$ cat config.mk
export PLATFORM = sky130hd
export DESIGN_NAME = serial_addsub32
export DESIGN_NICKNAME = d
export VERILOG_FILES = /design/src/rtl/serial_addsub_pkg.sv /design/src/rtl/serial_addsub32_digit.sv /design/src/rtl/serial_addsub32.sv
export SDC_FILE = /design/constraint.sdc
export NUM_CORES = 1
export LEC_CHECK = 0
export CAP_MARGIN = 20
export CORE_MARGIN = 2
export CORE_UTILIZATION = 45
export CTS_BUF_LIST = sky130_fd_sc_hd__clkbuf_16
export DETAILED_ROUTE_END_ITERATION = 10
export PLACE_DENSITY = 0.82
export SYNTH_ARGS = -nofsm -noshare
export SYNTH_HDL_FRONTEND = slang
export SYNTH_SLANG_ARGS = --single-unit
$ cat constraint.sdc
create_clock -name clk -period 4.6 [get_ports clk]
set_input_delay 0.92 -clock clk [delete_from_list [all_inputs] [get_ports clk]]
set_output_delay 0.92 -clock clk [all_outputs]
set_load 0.01 [all_outputs]
$ cat src/rtl/serial_addsub_pkg.sv
// serial_addsub_pkg: shared types and constants for the digit-serial
// 32-bit adder/subtractor (FSM state encoding, default geometry).
package serial_addsub_pkg;

  localparam int WIDTH_DEF = 32;
  localparam int DIGIT_DEF = 4;
  localparam int DIGITS    = WIDTH_DEF / DIGIT_DEF;
  localparam int CNT_W     = (DIGITS > 1) ? $clog2(DIGITS) : 1;

  typedef enum logic [1:0] {
    IDLE = 2'd0,
    RUN  = 2'd1,
    DONE = 2'd2
  } state_t;

endpackage

$ cat src/rtl/serial_addsub32_digit.sv
// addsub_digit: combinational DIGIT-bit ripple slice. Also exposes the
// carry into the slice MSB so the top can form the signed overflow flag.
module addsub_digit #(
  parameter int DIGIT = 4
) (
  input  logic [DIGIT-1:0] a,
  input  logic [DIGIT-1:0] b,
  input  logic             cin,
  output logic [DIGIT-1:0] s,
  output logic             cout,
  output logic             msb_cin
);

  logic [DIGIT:0] c;

  // Ripple the carry through the slice, LSB first.
  always_comb begin
    c    = '0;
    s    = '0;
    c[0] = cin;
    for (int i = 0; i < DIGIT; i++) begin
      s[i]   = a[i] ^ b[i] ^ c[i];
      c[i+1] = (a[i] & b[i]) | (a[i] & c[i]) | (b[i] & c[i]);
    end
    cout    = c[DIGIT];
    msb_cin = c[DIGIT-1];
  end

endmodule

$ cat src/rtl/serial_addsub32.sv
// serial_addsub32: digit-serial 32-bit adder/subtractor behind a
// valid/ready handshake; one DIGIT-bit slice per clock, LSB first.
// Optional feature macro: OVERFLOW_FLAG_EN adds a registered signed
// overflow output.
//
//   state | meaning
//   IDLE  | ready for a request (startReady=1)
//   RUN   | one digit per edge, WIDTH/DIGIT edges
//   DONE  | result valid (outValid=1), waiting for outReady
module serial_addsub32
  import serial_addsub_pkg::*;
#(
  parameter int WIDTH = WIDTH_DEF,
  parameter int DIGIT = DIGIT_DEF
) (
  input  logic             clk,
  input  logic             rst_n,
  input  logic             startValid,
  output logic             startReady,
  input  logic [WIDTH-1:0] a,
  input  logic [WIDTH-1:0] b,
  input  logic             carryInput,
  input  logic             subtract,
  output logic [WIDTH-1:0] sum,
  output logic             carryOutput,
`ifdef OVERFLOW_FLAG_EN
  output logic             overflow,
`endif
  output logic             outValid,
  input  logic             outReady
);

  localparam int NDIG = WIDTH / DIGIT;
  localparam int CW   = (NDIG > 1) ? $clog2(NDIG) : 1;
  localparam logic [CW-1:0] LAST = CW'(NDIG - 1);

  state_t state, state_nxt;
  logic   accept, step, last;

  logic [CW-1:0]    cnt;
  logic [WIDTH-1:0] a_q;
  logic [WIDTH-1:0] b_q;
  logic             carry_q;

  logic [DIGIT-1:0] d_s;
  logic             d_cout;
  logic             d_msb;

  // a_q and b_q shift right one digit per step, so the active digit is
  // always at the bottom; result digits enter a_q from the top.
  addsub_digit #(.DIGIT(DIGIT)) u_digit (
    .a       (a_q[DIGIT-1:0]),
    .b       (b_q[DIGIT-1:0]),
    .cin     (carry_q),
    .s       (d_s),
    .cout    (d_cout),
    .msb_cin (d_msb)
  );

`ifndef OVERFLOW_FLAG_EN
  logic msb_unused;
  assign msb_unused = d_msb;
`endif

  assign last = (cnt == LAST);

  // State register.
  always_ff @(posedge clk) begin
    if (!rst_n) state <= IDLE;
    else        state <= state_nxt;
  end

  // Next-state and handshake outputs, all derived from the state register.
  always_comb begin
    state_nxt  = state;
    accept     = 1'b0;
    step       = 1'b0;
    startReady = 1'b0;
    outValid   = 1'b0;
    case (state)
      IDLE: begin
        startReady = 1'b1;
        if (startValid) begin
          accept    = 1'b1;
          state_nxt = RUN;
        end
      end
      RUN: begin
        step = 1'b1;
        if (last) state_nxt = DONE;
      end
      DONE: begin
        outValid = 1'b1;
        if (outReady) state_nxt = IDLE;
      end
      default: state_nxt = IDLE;
    endcase
  end

  // Operand capture, per-digit shift/carry, and result write on the last digit.
  always_ff @(posedge clk) begin
    if (!rst_n) begin
      cnt         <= '0;
      a_q         <= '0;
      b_q         <= '0;
      carry_q     <= 1'b0;
      sum         <= '0;
      carryOutput <= 1'b0;
`ifdef OVERFLOW_FLAG_EN
      overflow    <= 1'b0;
`endif
    end else if (accept) begin
      cnt     <= '0;
      a_q     <= a;
      b_q     <= subtract ? ~b : b;
      carry_q <= subtract ? ~carryInput : carryInput;
    end else if (step) begin
      a_q     <= {d_s, a_q[WIDTH-1:DIGIT]};
      b_q     <= b_q >> DIGIT;
      carry_q <= d_cout;
      if (last) begin
        sum         <= {d_s, a_q[WIDTH-1:DIGIT]};
        carryOutput <= d_cout;
`ifdef OVERFLOW_FLAG_EN
        overflow    <= d_cout ^ d_msb;
`endif
      end else begin
        cnt <= cnt + 1'b1;
      end
    end
  end

endmodule

==> run metrics <==
Slew @ Worst Pin 1.145 ns; Cell Int Power ~1.5 mW; DRC 0; synthesized area per cell 8.669 µm²; io pins 105; setup_tns 0 ns; total CTS buffers 9; Slew headroom between 20% and 30%; asr flop ratio synth 0%; power share of the combinational group 13.5%; CTS resizes 0; Worst-Skew Late Latency 0.33 ns; Cell Rows 36; Synth top cells by count 103 x dfxtp_1, 90 x nand2_1, 89 x a21oi_1; chip width 103.6 µm; Layout area overhead 29.09%; layout net count ~670; Ant. Diodes 0; Pwr Total 1.998 mW; Mapped Cells 515; DIE AREA roughly 11000 µm²; DRT Pass-1 Iters 4; type of the worst setup path flop to primary output; sequential share of the synthesized area 46.19%; Iter 0 DRT Violations 177; final wirelength 10770 µm; Placer Congestion 0.7911; maxcap violations 0; final period utilization 61.65%; CP required 3.68 ns; VDD IR-drop max 0.0001726 V; fmax 352.6 MHz; Worst EP arrival 1.92 ns; Area contributors post-synth dfxtp_1 46%, a21oi_1 10%, nand2_1 7.6%, a221o_1 6.5%, xnor2_1 5.9%; CTS tree built; Crit. End Element primary output; post-synthesis register bit count 103; # hold bufs at CTS 0; outcome finished, final reports clean; Leak 2.047 nW; Routed Antenna Nets 0; mapped cell area roughly 4500 µm²; RSZ-0062 raised after global routing false; CTS H-tree lvls 3; clock skew 0.005817 ns; placed cell areas around 5500 µm²; Pwr Density 346.7 nW/µm²; Reg clk slew, reported paths 0.07 ns; worst min path class flop to flop; Ys Warns 0; Sw Ratio 24.75%; Hold Vio Cnt, Final 0; Total GRT Usage 19.46%; Flop pwr share 49.6%; port bufs 104; Core Area between 9000 and 10000 µm²; Net Sw Power 0.4945 mW; post-synth top area cell dfxtp_1; Final Critical Period 2.836 ns; grt ovf 0; number of global-route vias before repair 3721; final setup violation count 0; WL/cell 14.75 µm; clk buf depth 2; DPL Wire Length approximately 7600 µm; Post-synth EDFFs 0; Slew Viols, Final 0; initial antenna violation count 0; clock share of power 37.0%; initial core utilization 46.10%; CP Max Fanout 21; CTS Root Cell clkbuf_16; Vias 3909; global-route wire length before repair about 17000 µm; Synth Net Count 591; Post-CTS Setup Bufs 0; Layout Cell Area excl Fill between 5000 and 6000 µm²; Worst Setup Start Kind flop; vias per cell 5.355; Vert. Die Dim 103.6 µm; count leader, synth dfxtp_1; post-synth top area share 46.19%; CTS sink count 103; ratio of cells with drive above 1 in the final layout slightly above 6%; pin count of the biggest net entering global routing 42; post-synth cell types 34; Primary FF master, synth dfxtp_1
[layout make-up]
type	count	area, µm²
Clock buffer	9	225.2
Clock inverter	6	62.56
Fill cell	861	3921
Inverter	9	33.78
Multi-Input combinational cell	359	2106
Sequential cell	103	2062
Tap cell	133	166.4
Timing Repair Buffer	111	1107
[layer usage]
layer	track usage [%]	vias to the layer above	share of wire (%)
met3	3.335	16	6.6
met2	34.34	157	49
met5	0	-	0
met1	24.04	1815	43
met4	6.564	0	1.6
li1	-	1921	-
[stage by stage]
step / instances / utilization (%) / setup slack (ns) / hold WS (ns)
2_1_floorplan: 515 / - / 2.429 / 0.4426
3_3_place_gp: 712 / 56.11 / 1.453 / 0.4425
3_5_place_dp: 715 / 56.54 / 1.552 / 0.4475
4_1_cts: 730 / 59.51 / 1.742 / 0.4566
5_1_grt: 730 / 59.51 / 1.672 / 0.4746
6_report: 730 / 59.51 / 1.764 / 0.4554
[power groups by stage]
stage | clock [mW] | sequential (mW) | combinational (mW)
CTS | 0.740 | 0.990 | 0.269
floorplan | 0 | 0.991 | 0.185
finish | 0.739 | 0.990 | 0.269
detailed placement | 0 | 1.01 | 0.268
global placement | 0 | 1.01 | 0.259
global route | 0.782 | 0.996 | 0.294
[sequential cells by signal, indices dropped and copies added, names as in the netlist]
register	count
cnt	3
b_q	32
sum	32
carryOutput	1
carry_q	1
state	2
a_q	32
[worst max-delay path, cell delays in order, from the launching register on]
cell             delay [ns]
dfxtp_1                0.77
nor2b_1                0.25
clkdlybuf4s50_1        0.56
[layout by cell type (no fill, tap or decap), types with 9 or more instances in the layout]
master	synthesis	layout
clkdlybuf4s50_1	0	103
dfxtp_1	103	103
o21ai_1	22	22
a21oi_1	89	89
a221o_1	29	29
nor2b_1	10	10
xnor2_1	30	30
clkbuf_16	0	9
nor2_1	46	46
nand2_1	90	90
[kinds of logic after synthesis]
group / after synthesis / share of synthesized area [%]
xor gates and xnor gates: 34 / 6.670
and+or+nand+nor: 162 / 15.70
adders and majority gates: 6 / 2.354
AOI/OAI and AO/OA: 157 / 22.45
buffers and inverters: 53 / 6.643
DFF: 103 / 46.19
[path summary, 6_finish.rpt]
check                        startpoint                    to  slack, ns  cells past startpoint
setup / recovery  state[1]$_SDFFE_PN0P_              outValid       1.76                      2
hold reg to reg    sum[14]$_SDFFE_PN0P_  sum[14]$_SDFFE_PN0P_       0.46                      2
hold / removal     sum[14]$_SDFFE_PN0P_  sum[14]$_SDFFE_PN0P_       0.46                      2
setup reg to reg    b_q[0]$_SDFFE_PN0P_  a_q[31]$_SDFFE_PN0P_       2.19                     10
Note: power is estimated with default switching activity, not from simulation.
